$ cat src/rtl/watchdog_v2_pkg.sv
// rtl/watchdog_v2_pkg.sv - shared constants for the watchdog_v2 CSR block
//
// Purpose: register offsets (relative to BASE_ADDR), CTRL/STATUS bit
// positions and the default kick byte, shared by the top and the counter.
// Ports: none (package).

package watchdog_v2_pkg;

  // Register offsets relative to BASE_ADDR
  localparam logic [4:0] R_CTRL   = 5'd0;
  localparam logic [4:0] R_TOUT_L = 5'd1;
  localparam logic [4:0] R_TOUT_H = 5'd2;
  localparam logic [4:0] R_KICK   = 5'd3;
  localparam logic [4:0] R_CNT_L  = 5'd4;
  localparam logic [4:0] R_CNT_H  = 5'd5;
  localparam logic [4:0] R_PRETO  = 5'd6;
  localparam logic [4:0] R_STATUS = 5'd7;
  localparam logic [4:0] R_WIN    = 5'd8;

  // CTRL layout: {OE[1:0], 0, PTIE, 0, LOCK, EN[1:0]}
  localparam int unsigned CTRL_EN_LSB = 0;
  localparam int unsigned CTRL_LOCK   = 2;
  localparam int unsigned CTRL_PTIE   = 4;
  localparam int unsigned CTRL_OE_LSB = 6;

  // STATUS layout: {5'b0, EARLY, PRE, BITE}
  localparam int unsigned ST_BITE  = 0;
  localparam int unsigned ST_PRE   = 1;
  localparam int unsigned ST_EARLY = 2;

  localparam logic [7:0] KICK_VALUE_DEFAULT = 8'h6b;

endpackage

$ cat src/rtl/watchdog_v2_counter.sv
// rtl/watchdog_v2_counter.sv - saturating watchdog down-counter with pretimeout match
//
// Purpose: the watchdog count register. Priority (highest first): reset
// reload (only when reload_on_rst_i), force to zero, load, ce decrement.
// The counter stops at zero and never wraps.
// Ports:
//   clk_i, rst_ni      clock, synchronous active-low reset
//   reload_on_rst_i    reload RST_VALUE on reset; otherwise the count survives reset
//   force_zero_i       early kick: drive the count to zero
//   load_i/load_val_i  reload with the timeout value
//   dec_i              qualified count tick
//   preto_i            pretimeout compare value (0 disables)
//   cnt_o, zero_o      live count and its zero flag (bite)
//   pre_hit_o          this cycle's decrement lands on preto_i

module wdt_counter
  import watchdog_v2_pkg::*;
#(
  parameter int unsigned           CNT_WIDTH = 12,
  parameter logic [CNT_WIDTH-1:0]  RST_VALUE = '1
) (
  input  logic                 clk_i,
  input  logic                 rst_ni,
  input  logic                 reload_on_rst_i,
  input  logic                 force_zero_i,
  input  logic                 load_i,
  input  logic [CNT_WIDTH-1:0] load_val_i,
  input  logic                 dec_i,
  input  logic [7:0]           preto_i,
  output logic [CNT_WIDTH-1:0] cnt_o,
  output logic                 zero_o,
  output logic                 pre_hit_o
);

  logic [CNT_WIDTH-1:0] cnt_q, cnt_d;
  logic [CNT_WIDTH-1:0] preto_ext;
  logic                 dec_fire;

  assign preto_ext = CNT_WIDTH'(preto_i);

  always_comb begin
    cnt_d    = cnt_q;
    dec_fire = 1'b0;
    if (force_zero_i) begin
      cnt_d = '0;
    end else if (load_i) begin
      cnt_d = load_val_i;
    end else if (dec_i && (cnt_q != '0)) begin
      cnt_d    = cnt_q - 1'b1;
      dec_fire = 1'b1;
    end
  end

  // A pretimeout at or above the timeout can only be "reached" from a stale
  // count left over from before a TOUT rewrite, so it is masked explicitly.
  assign pre_hit_o = dec_fire && (preto_i != 8'h00) && (cnt_d == preto_ext) &&
                     (preto_ext < load_val_i);

  // Failsafe: when the owner has EN[1] set the count is kept across reset.
  always_ff @(posedge clk_i) begin
    if (!rst_ni) begin
      if (reload_on_rst_i) begin
        cnt_q <= RST_VALUE;
      end
    end else begin
      cnt_q <= cnt_d;
    end
  end

  assign cnt_o  = cnt_q;
  assign zero_o = (cnt_q == '0);

endmodule

$ cat src/rtl/watchdog_v2.sv
// rtl/watchdog_v2.sv - system watchdog with pretimeout irq and optional window mode
//
// Purpose: CSR-mapped watchdog. Counts down on ce while EN!=0, bites at zero,
// raises a pretimeout event, keeps sticky W1C status and a one-cycle irq.
// Optional macro WATCHDOG_WINDOW_EN adds the WIN register and early-kick bite.
// Ports:
//   clk, rst_n               clock, synchronous active-low reset
//   ce                       count tick
//   csr_a/csr_di/csr_we      CSR address, write data, write strobe
//   csr_do                   combinational read data (0 when unmapped)
//   wdt_out                  bite outputs gated by CTRL.OE
//   force_recovery_mode      CTRL.EN[1]
//   irq                      one-cycle interrupt pulse

module watchdog_v2
  import watchdog_v2_pkg::*;
#(
  parameter logic [4:0]           BASE_ADDR       = 5'h0,
  parameter int unsigned          CNT_WIDTH       = 12,
  parameter logic [1:0]           DEFAULT_EN      = 2'b00,
  parameter logic [1:0]           DEFAULT_OE      = 2'b00,
  parameter logic [CNT_WIDTH-1:0] DEFAULT_TIMEOUT = {CNT_WIDTH{1'b1}},
  parameter logic [7:0]           KICK_VALUE      = KICK_VALUE_DEFAULT
) (
  input  logic       clk,
  input  logic       rst_n,
  input  logic       ce,
  input  logic [4:0] csr_a,
  input  logic [7:0] csr_di,
  input  logic       csr_we,
  output logic [7:0] csr_do,
  output logic [1:0] wdt_out,
  output logic       force_recovery_mode,
  output logic       irq
);

  logic [4:0]           off;
  logic [1:0]           en_q, en_d, oe_q, oe_d;
  logic                 ptie_q, ptie_d, lock_q, lock_d;
  logic [CNT_WIDTH-1:0] tout_q, tout_d;
  logic [7:0]           preto_q, preto_d;
  logic [2:0]           status_q, status_d, status_set, status_clr;
  logic                 prev_bite_q, irq_q, irq_d;
  logic [CNT_WIDTH-1:0] cnt;
  logic [15:0]          cnt16, tout16;
  logic                 bite, pre_hit, bite_edge;
  logic                 kick_valid, early_kick, kick_load;

  // Offsets wrap modulo 32, so a BASE_ADDR near the top still decodes.
  assign off    = csr_a - BASE_ADDR;
  assign cnt16  = 16'(cnt);
  assign tout16 = 16'(tout_q);

  assign kick_valid = csr_we && (off == R_KICK) && (csr_di == KICK_VALUE);

`ifdef WATCHDOG_WINDOW_EN
  logic [7:0] win_q, win_d;
  assign early_kick = kick_valid && (win_q != 8'h00) && (cnt > CNT_WIDTH'(win_q));
`else
  assign early_kick = 1'b0;
`endif

  assign kick_load = kick_valid && !early_kick;

  wdt_counter #(
    .CNT_WIDTH (CNT_WIDTH),
    .RST_VALUE (DEFAULT_TIMEOUT)
  ) u_counter (
    .clk_i           (clk),
    .rst_ni          (rst_n),
    .reload_on_rst_i (!en_q[1]),
    .force_zero_i    (early_kick),
    .load_i          (kick_load),
    .load_val_i      (tout_q),
    .dec_i           (ce && (en_q != 2'b00)),
    .preto_i         (preto_q),
    .cnt_o           (cnt),
    .zero_o          (bite),
    .pre_hit_o       (pre_hit)
  );

  // A kick landing on the first zero cycle reloads the count before the
  // bite is ever reported.
  assign bite_edge = bite && !prev_bite_q && !kick_load;

  // Configuration writes (blocked by LOCK)
  always_comb begin
    en_d    = en_q;
    oe_d    = oe_q;
    ptie_d  = ptie_q;
    lock_d  = lock_q;
    tout_d  = tout_q;
    preto_d = preto_q;
`ifdef WATCHDOG_WINDOW_EN
    win_d   = win_q;
`endif
    if (csr_we && !lock_q) begin
      case (off)
        R_CTRL: begin
          en_d   = csr_di[CTRL_EN_LSB +: 2];
          lock_d = csr_di[CTRL_LOCK];
          ptie_d = csr_di[CTRL_PTIE];
          oe_d   = csr_di[CTRL_OE_LSB +: 2];
        end
        R_TOUT_L: tout_d  = CNT_WIDTH'({tout16[15:8], csr_di});
        R_TOUT_H: tout_d  = CNT_WIDTH'({csr_di, tout16[7:0]});
        R_PRETO:  preto_d = csr_di;
`ifdef WATCHDOG_WINDOW_EN
        R_WIN:    win_d   = csr_di;
`endif
        default: ;
      endcase
    end
  end

  // Sticky status: a new event in the same cycle as its W1C wins.
  always_comb begin
    status_set           = 3'b000;
    status_set[ST_BITE]  = bite_edge;
    status_set[ST_PRE]   = pre_hit;
    status_set[ST_EARLY] = early_kick;
    status_clr           = (csr_we && (off == R_STATUS)) ? csr_di[2:0] : 3'b000;
    status_d             = (status_q & ~status_clr) | status_set;
    irq_d                = bite_edge || (pre_hit && ptie_q);
  end

  always_ff @(posedge clk) begin
    if (!rst_n) begin
      en_q        <= DEFAULT_EN;
      oe_q        <= DEFAULT_OE;
      ptie_q      <= 1'b0;
      lock_q      <= 1'b0;
      tout_q      <= DEFAULT_TIMEOUT;
      preto_q     <= 8'h00;
      status_q    <= 3'b000;
      irq_q       <= 1'b0;
      // Treat a count that survives reset at zero as already reported.
      prev_bite_q <= 1'b1;
    end else begin
      en_q        <= en_d;
      oe_q        <= oe_d;
      ptie_q      <= ptie_d;
      lock_q      <= lock_d;
      tout_q      <= tout_d;
      preto_q     <= preto_d;
      status_q    <= status_d;
      irq_q       <= irq_d;
      prev_bite_q <= bite;
    end
  end

`ifdef WATCHDOG_WINDOW_EN
  always_ff @(posedge clk) begin
    if (!rst_n) begin
      win_q <= 8'h00;
    end else begin
      win_q <= win_d;
    end
  end
`endif

  // Read mux
  always_comb begin
    csr_do = 8'h00;
    case (off)
      R_CTRL: begin
        csr_do[CTRL_EN_LSB +: 2] = en_q;
        csr_do[CTRL_LOCK]        = lock_q;
        csr_do[CTRL_PTIE]        = ptie_q;
        csr_do[CTRL_OE_LSB +: 2] = oe_q;
      end
      R_TOUT_L: csr_do = tout16[7:0];
      R_TOUT_H: csr_do = tout16[15:8];
      R_CNT_L:  csr_do = cnt16[7:0];
      R_CNT_H:  csr_do = cnt16[15:8];
      R_PRETO:  csr_do = preto_q;
      R_STATUS: csr_do = {5'b00000, status_q};
`ifdef WATCHDOG_WINDOW_EN
      R_WIN:    csr_do = win_q;
`endif
      default:  csr_do = 8'h00;
    endcase
  end

  assign wdt_out             = oe_q & {bite, bite};
  assign force_recovery_mode = en_q[1];
  assign irq                 = irq_q;

endmodule

$ cat config.mk
export PLATFORM = sky130hd
export DESIGN_NAME = watchdog_v2
export DESIGN_NICKNAME = d
export VERILOG_FILES = /design/src/rtl/watchdog_v2_pkg.sv /design/src/rtl/watchdog_v2_counter.sv /design/src/rtl/watchdog_v2.sv
export SDC_FILE = /design/constraint.sdc
export NUM_CORES = 1
export LEC_CHECK = 0
export ABC_AREA = 1
export CAP_MARGIN = 40
export CORE_MARGIN = 2
export CORE_UTILIZATION = 60
export CTS_CLUSTER_DIAMETER = 60
export CTS_CLUSTER_SIZE = 28
export DETAILED_ROUTE_END_ITERATION = 10
export GPL_ROUTABILITY_DRIVEN = 0
export PLACE_DENSITY = 0.84
export SLEW_MARGIN = 20
export SYNTH_ARGS = -nofsm -noshare
export SYNTH_HDL_FRONTEND = slang
export SYNTH_SLANG_ARGS = --single-unit
export TNS_END_PERCENT = 10
$ cat constraint.sdc
create_clock -name clk -period 4.3 [get_ports clk]
set_input_delay 0.86 -clock clk [delete_from_list [all_inputs] [get_ports clk]]
set_output_delay 0.86 -clock clk [all_outputs]
set_load 0.05 [all_outputs]
* After elaboration in Yosys (flattened, before gate mapping) *
Cells that the tools add are included.

word-level totals
  bits in registers = 43
  input bits = 17
  logic and storage cells = 67

operators by class
  add/subtract/negate cells = 1
  order comparisons = 1
  eq/ne operators = 10
  mux-type cells = 13
  bitwise operators = 6
  reductions and logical operators = 25

operators with widths
  kind                                                                   count
  12-bit two-way mux                                                     4
  12-bit one-hot mux with 2 select lines                                 1
  3-bit one-hot mux with 7 select lines                                  1
  5-bit by 3-bit equality test with 1-bit output, second input constant  4
  12-bit by 8-bit equality test with 1-bit output                        1
  1-bit logical AND                                                      12
  12-bit logical NOT                                                     1
  8-bit by 12-bit less-than comparator with 1-bit output                 1
  12-bit nonzero test                                                    1
  12-bit by 1-bit subtractor with 12-bit output, second input constant   1
  5-bit by 2-bit equality test with 1-bit output, second input constant  2
  8-bit by 7-bit equality test with 1-bit output, second input constant  1
  2-bit one-hot mux with 4 select lines                                  1
  8-bit nonzero test                                                     1
  3-bit AND reduction                                                    2
  5-bit by 1-bit equality test with 1-bit output, second input constant  1
  5-bit logical NOT                                                      1
  1-bit one-hot mux with 5 select lines                                  1
  1-bit one-hot mux with 4 select lines                                  1
  2-bit AND reduction                                                    2
  3-bit bitwise AND                                                      1
  1-bit logical NOT                                                      3
  3-bit two-way mux                                                      1
  3-bit inverter                                                         1
  8 further kinds                                                        10

* Logic depth before layout (Yosys ltp) *
Gate-level depths: netlist (run 1).

  word-level depth = 10
  mapped depth = 17

* Cells and area by module *
Synthesis (run 1) repeated with hierarchy kept, for this count alone.

second synthesis, totals
  cells, all modules = 507
  area, all modules = 3,155.5 um2

modules (own cells, without submodules)
  module       times used  cells each  area each (um2)  seq. area each (um2)
  watchdog_v2  1           258         1,635.3          620.6
  wdt_counter  1           249         1,520.2          360.3

* Least setup slack after synthesis (run 1) *
OpenSTA, ideal clock, no wires.

  path kind = input -> output
  start = in csr_a[4]
  end = out csr_do[1]
  data arrival time = 2.336 ns
  slack = 1.104 ns
  stages = 7
  buffers on the path = 0
  cell sequence = inv_1 -> nand2_1 -> nor2_1 -> inv_1 -> nor2_1 -> inv_1 -> o2111ai_1

on the way
  word-level cells in the longest chain between the ends = 2

RTL lines
  item                                                                    line                RTL
  from (decl)                                                             watchdog_v2.sv:28   input logic [4:0] csr_a,
  5-bit by 3-bit equality test with 1-bit output (tied with other cells)  watchdog_v2.sv:165  case (off)
  3-bit one-hot mux with 7 select lines (*)                               watchdog_v2.sv:165
  to (decl)                                                               watchdog_v2.sv:31   output logic [7:0] csr_do,

Mark *: on every way between the ends. The rest lies on a longest branch, timed or not.

* Final worst setup path (run 1) *
  start = in csr_a[4]
  end = out csr_do[5]

on the way
  word-level cells in the longest chain between the ends = 2

RTL lines
  item                                                                                                              line
  5-bit by 3-bit equality test with 1-bit output or 5-bit by 1-bit equality test with 1-bit output (tied branches)  watchdog_v2.sv:165
  1-bit one-hot mux with 3 select lines (*)                                                                         watchdog_v2.sv:165

Marks and branches as above.

==> flow_metrics.py, run 1 <==
metrics = {
    "run_status": {
        "status": "complete, no violations",
    },
    "clock_tree": {
        "path_clk_slew_ns": 0.08,
        "insertion_delay_ns": 0.30,
        "cts.path.max_buffers": 2,
        "cts_tree": "yes",
        "postCtsResizedCells": 0,
        "htreeDepth": 2,
        "postCtsSetupBuffers": 0,
        "root_buffer": "clkbuf_8",
        "cts_made_buffers": 5,
        "hold_buffers": 0,
        "numClockSinks": 43,
    },
    "worst_setup_path": {
        "slowest_delay_ns": 0.85,
        "critPathCaptureType": "output port",
        "startpoint_type": "input port",
        "cpMostUsedCell": "inv_1",
        "crit_slowest_cell": "clkdlybuf4s50_1",
        "critPathRequiredTime_ns": 3.44,
        "crit_chain": "clkdlybuf4s50_1, inv_1, nand2_1, nor2_1, inv_1, nor2_1, inv_1, o221ai_1, clkdlybuf4s50_1",
        "critical_path_class": "input port to output port",
        "cp.arrival_ns": 3.16,
        "path_max_fanout": 5,
    },
    "route": {
        "via_per_inst": 6.03,
        "drt_iter0_drc": 306,
        "routedWlPerCell_um": 16.2,
        "routed-via-count": 2999,
        "drc": 0,
        "antenna_left": 0,
        "finalWirelength_mm": 8.07,
        "drtPass1Iterations": 7,
    },
    "finish": {
        "nNetsFinal": 468,
        "n_antenna_cell": 0,
        "syn_to_final_growth_pct": 14.0,
        "drive_above_1_share_pct": 8.80,
        "stdcell_area_mm2": 0.00324,
    },
    "grt": {
        "grt_max_degree": 41,
        "antenna_found_initial": 0,
        "track_usage_pct": 32.0,
        "grt-ovfl-total": 0,
        "grt_pass1_vias": 2582,
        "grt_pass1_wl_mm": 12.8,
    },
    "sta": {
        "min_period_over_period_pct": 93.5,
        "fin_setup_tns_ns": 0,
        "setup_violations": 0,
        "fmax_mhz": 249,
        "worstMarginPinSlew_ns": 0.574,
        "min_period_ns": 4.02,
        "rsz0062_at_grt": "no",
        "maxSlewViolCount": 0,
        "setup_slack_ns": 0.281,
        "relSlewSlack_pct": 61.6,
        "fin_skew_ns": 0.00249,
        "hold_viol_final": 0,
    },
    "floorplan": {
        "die_area_mm2": 0.00530,
        "die_height_um": 72.8,
        "die_x_um": 72.8,
        "start_util_pct": 61.4,
        "num_rows": 25,
        "ioPinCount": 29,
        "core_mm2": 0.00463,
    },
    "synth": {
        "synth_cells": 412,
        "ys_seq_area_share_pct": 34.5,
        "syn-cell-area_mm2": 0.00284,
        "avgSynthCellArea_um2": 6.89,
        "ys_ff_latch": 43,
        "ys_types": 34,
        "ys_warn_count": 0,
        "syn_nets": 438,
    },
    "power_and_ir_drop": {
        "p_per_area_mw_per_mm2": 234,
        "power_leakage_nw": 1.46,
        "vdd_drop_max_v": 0.000208,
        "pwr-share-clk_pct": 34.0,
        "netSwitchingFraction_pct": 25.9,
        "power_frac_comb_pct": 10.5,
        "p_switching_w": 0.000196,
        "p_seq_share_pct": 55.6,
        "power.internal_w": 0.000561,
    },
    "place": {
        "port_buffers": 28,
        "placed_cell_area_mm2": 0.00315,
        "dpl.hpwl_mm": 6.23,
        "dp_slack_ns": 0.359,
    },
    "worst_hold_path": {
        "hold_class": "flip-flop to flip-flop",
    },
    "run": {
        "maxCapViolations": 0,
    },
}
-- sequential cells by signal, summed over array words and instances (netlist names) --
register,count
en_q,2
irq,1
lock_q,1
oe_q,2
preto_q,8
prev_bite_q,1
ptie_q,1
status_q,3
tout_q,12
u_counter.cnt_o,12
-- cell usage in the layout, fill, tap and decap left out, types with 5 or more instances in the layout --
cell	instances
inv_1	56
nor2_2	6
o21ai_0	19
nand2_1	104
nand2_2	6
dfxtp_1	31
a21oi_1	24
buf_4	8
clkbuf_8	5
nor2_1	41
clkdlybuf4s50_1	23
edfxtp_1	12
nand4_1	9
o211ai_1	14
o22ai_1	7
nand3_1	34
ha_1	9
-- synthesized netlist by cell type (all sizes together) --
cell type	number	area, µm²
nand2	113	462
buf	4	28.8
nand4	9	56.3
o221ai	2	17.5
nor3	1	5.00
ha	9	113
edfxtp	12	360
o211ai	14	105
xnor2	1	8.76
o2111ai	3	26.3
a221oi	3	26.3
a221o	2	20.0
nand3	37	200
dfxtp	31	621
o22ai	7	43.8
clkbuf	4	15.0
nor2	50	225
xor2	2	17.5
o21a	3	22.5
nand3b	3	26.3
o21ai	20	100
inv	58	220
a21oi	24	120
-- critical path: cells and delay by family --
family / cells / cell delay [ns]
buf+inv: 5 / 1.59
compound gates: 1 / 0.23
simple gates: 3 / 0.48
-- path summary, 6_finish.rpt --
check                     start           to  slack, ns  depth (start not counted)
max reg2reg  u_counter.cnt_o[0]          irq       1.96                         16
max                    csr_a[4]    csr_do[5]       0.28                          9
min reg2reg         status_q[1]  status_q[1]       0.49                          2
min                 status_q[1]  status_q[1]       0.49                          2
-- power groups by stage --
stage / clock [W] / sequential (W) / combinational [W]
2_1_floorplan: 0 / 0.000429 / 0.0000438
3_3_place_gp: 0 / 0.000430 / 0.0000762
3_5_place_dp: 0 / 0.000430 / 0.0000777
4_1_cts: 0.000256 / 0.000421 / 0.0000780
5_1_grt: 0.000275 / 0.000421 / 0.0000856
6_report: 0.000257 / 0.000421 / 0.0000793
-- through the flow --
stage	cells	total power [W]	hold slack, ns	util, %
after floorplan	412	0.000473	0.428	-
after global placement	488	0.000506	0.461	68.0
after detailed placement	489	0.000508	0.481	68.1
after CTS	497	0.000754	0.492	69.9
after global routing	497	0.000782	0.520	69.9
final	497	0.000757	0.494	69.9
-- layer usage --
layer	vias up	track usage (%)	wire, µm
met5	-	0	0
met2	181	52.1	3830
li1	1441	-	-
met3	27	5.94	663
met4	0	11.3	226
met1	1350	42.6	3350
-- final cells by class --
type / instances / area [µm²]
tap: 54 / 67.6
sequential: 43 / 981
timing repair buffer: 31 / 290
clock inverter: 2 / 11.3
fill: 413 / 1390
multi-input combinational: 303 / 1600
clock buffer: 6 / 72.6
inverter: 58 / 220
-- logic make-up (layout without fill, tap and decap cells) --
group,Yosys count,in the layout,synth area share [%]
fa+ha+maj,9,9,3.96
simple gates,213,213,34.3
flops,43,43,34.5
buf+inv,66,97,9.29
compound gates,78,78,17.0
xor+xnor,3,3,0.925
Power figures use the tool's default switching activity.
==> run 2, diff against run 1 <==
--- a/config.mk
+++ b/config.mk
@@ -13,7 +13,9 @@
 export CTS_CLUSTER_SIZE = 28
 export DETAILED_ROUTE_END_ITERATION = 10
 export GPL_ROUTABILITY_DRIVEN = 0
+export GPL_TIMING_DRIVEN = 0
 export PLACE_DENSITY = 0.84
+export SETUP_SLACK_MARGIN = 0.4
 export SLEW_MARGIN = 20
 export SYNTH_ARGS = -nofsm -noshare
 export SYNTH_HDL_FRONTEND = slang
==> run 2 against run 1 <==
Net effect:
- wire length down 2.2%
- critical path depth fell by 1
- clock skew rose by 0.0010 ns
==> flow_metrics.py, run 2 (same netlist as run 1, synthesis figures left out) <==
metrics = {
    "finish": {
        "final_common_cell": "nand2_1",
        "syn_to_final_growth_pct": 15.0,
        "final_cell_mix": "nand2_1, inv_1, nor2_1, nand3_1, dfxtp_1",
        "multiInputGateArea_mm2": 0.00160,
        "fill_cells": 401,
        "utilization_pct": 70.5,
        "n_antenna_cell": 0,
        "drive_above_1_share_pct": 8.30,
        "register_area_um2": 981,
        "nNetsFinal": 472,
    },
    "clock_tree": {
        "hold_buffers": 0,
        "htreeDepth": 2,
        "cts_made_buffers": 5,
        "cts.path.max_buffers": 2,
        "postCtsSetupBuffers": 0,
        "numClockSinks": 43,
        "root_buffer": "clkbuf_8",
        "cts_tree": "yes",
        "path_clk_slew_ns": 0.08,
        "insertion_delay_ns": 0.29,
    },
    "worst_setup_path": {
        "slowest_delay_ns": 0.79,
        "critical_path_class": "input port to output port",
        "critPathCaptureType": "output port",
        "startpoint_type": "input port",
        "worst-path-buf-inv": 3,
        "critPathRequiredTime_ns": 3.44,
        "path_max_fanout": 9,
        "crit_slowest_cell": "clkdlybuf4s50_1",
        "cp.arrival_ns": 3.06,
        "crit_chain": "clkdlybuf4s50_1, nor2_1, nand2_1, inv_1, nand2_1, o22ai_1, a221o_1, clkdlybuf4s50_1",
        "path_delay_family": "buffers and inverters",
    },
    "route": {
        "antenna_left": 0,
        "via_per_inst": 5.93,
        "drc": 0,
        "drt_iter0_drc": 219,
        "finalWirelength_mm": 7.89,
        "drtPass1Iterations": 5,
        "routedWlPerCell_um": 15.8,
        "routed-via-count": 2965,
    },
    "place": {
        "port_buffers": 27,
        "dpl.hpwl_mm": 6.26,
    },
    "floorplan": {
        "die_height_um": 72.8,
        "start_util_pct": 61.4,
        "ioPinCount": 29,
        "num_rows": 25,
        "die_x_um": 72.8,
        "core_mm2": 0.00463,
        "die_area_mm2": 0.00530,
    },
    "grt": {
        "grt_pass1_wl_mm": 12.7,
        "antenna_found_initial": 0,
        "track_usage_pct": 31.2,
        "grt_pass1_vias": 2672,
        "grt_max_degree": 13,
        "grt-ovfl-total": 0,
    },
    "sta": {
        "setup_violations": 0,
        "fmax_mhz": 255,
        "relSlewSlack_pct": 59.4,
        "hold_viol_final": 0,
        "min_period_ns": 3.92,
        "worstMarginPinSlew_ns": 0.607,
        "fin_setup_tns_ns": 0,
        "fin_skew_ns": 0.00352,
        "maxSlewViolCount": 0,
        "rsz0062_at_grt": "yes",
        "min_period_over_period_pct": 91.2,
    },
    "power_and_ir_drop": {
        "power.internal_w": 0.000592,
        "p_per_area_mw_per_mm2": 239,
        "pwr-share-clk_pct": 36.0,
        "p_seq_share_pct": 53.9,
        "netSwitchingFraction_pct": 24.0,
        "power_frac_comb_pct": 10.1,
        "power_leakage_nw": 1.48,
        "p_switching_w": 0.000188,
        "vdd_drop_max_v": 0.000236,
    },
    "run": {
        "maxCapViolations": 0,
    },
    "worst_hold_path": {
        "hold_class": "flip-flop to flip-flop",
    },
    "run_status": {
        "status": "complete, no violations",
    },
}
## run 2: changes by cell type in the layout (fill, tap and decap cells not counted), moves of 2 or more
cell | before | now
clkbuf_1 | 1 | 5
nor2_2 | 6 | 8
clkbuf_2 | 0 | 2
nor2_1 | 41 | 39
buf_2 | 0 | 2
clkdlybuf4s50_1 | 23 | 21
buf_4 | 8 | 0
dlygate4sd2_1 | 0 | 4
## run 2: worst register-to-register path: stages (launching register included)
cell and delay (ns):
edfxtp_1 0.41, inv_1 0.24, ha_1 0.24, nand2_2 0.08, nor2_4 0.12, nand2_4 0.11, nand2_4 0.09, buf_8 0.14
nand2_2 0.06, nand3_2 0.07, nand2_1 0.08, nand2_1 0.06, nand2_1 0.05, nor2_1 0.09, nand2_1 0.09, nor2_2 0.11
nand4_1 0.14, a21oi_1 0.15
## run 2: cell type report
class	instances	share of cell area, %
Clock buffer	7	2.99
Sequential cell	43	30.0
Multi-Input combinational cell	303	49.0
Inverter	58	6.74
Tap cell	54	2.07
Timing Repair Buffer	27	7.82
Buffer	8	1.34
## run 2: worst paths after layout
kind / cells past startpoint / end / start / slack, ns
hold / removal: 2 / status_q[2] / status_q[2] / 0.49
setup / recovery: 8 / csr_do[6] / csr_a[3] / 0.38
hold reg to reg: 2 / status_q[2] / status_q[2] / 0.49
setup reg to reg: 17 / irq / u_counter.cnt_o[0] / 1.89
## run 2: timing repair
| action | CTS | global route |
|---|---|---|
| endpoints found under the hold margin | 0 | 0 |
| setup endpoints to repair | 8 | 8 |
| gates resized for setup | 6 | 6 |
## run 2: power by group through the flow
stage	sequential (W)	combinational, W	clock, W
floorplan	0.000429	0.0000438	0
global placement	0.000430	0.0000779	0
detailed placement	0.000430	0.0000790	0
CTS	0.000421	0.0000772	0.000279
global route	0.000421	0.0000844	0.000294
finish	0.000421	0.0000785	0.000281
## run 2: per-layer routing
layer | routed length, µm | GRT usage, %
met1 | 3430 | 42.1
met2 | 3870 | 51.4
met3 | 450 | 3.73
met4 | 129 | 11.7
met5 | 0 | 0
## run 2: per-stage QoR
step	hold slack [ns]	setup WS [ns]	total power [W]	cells	cell area, µm²
CTS	0.484	0.300	0.000777	500	3270
floorplan	0.428	1.10	0.000473	412	2840
global route	0.504	0.191	0.000800	500	3270
detailed placement	0.463	0.0262	0.000509	493	3180
global placement	0.453	0.0510	0.000508	493	3180
finish	0.486	0.376	0.000780	500	3270
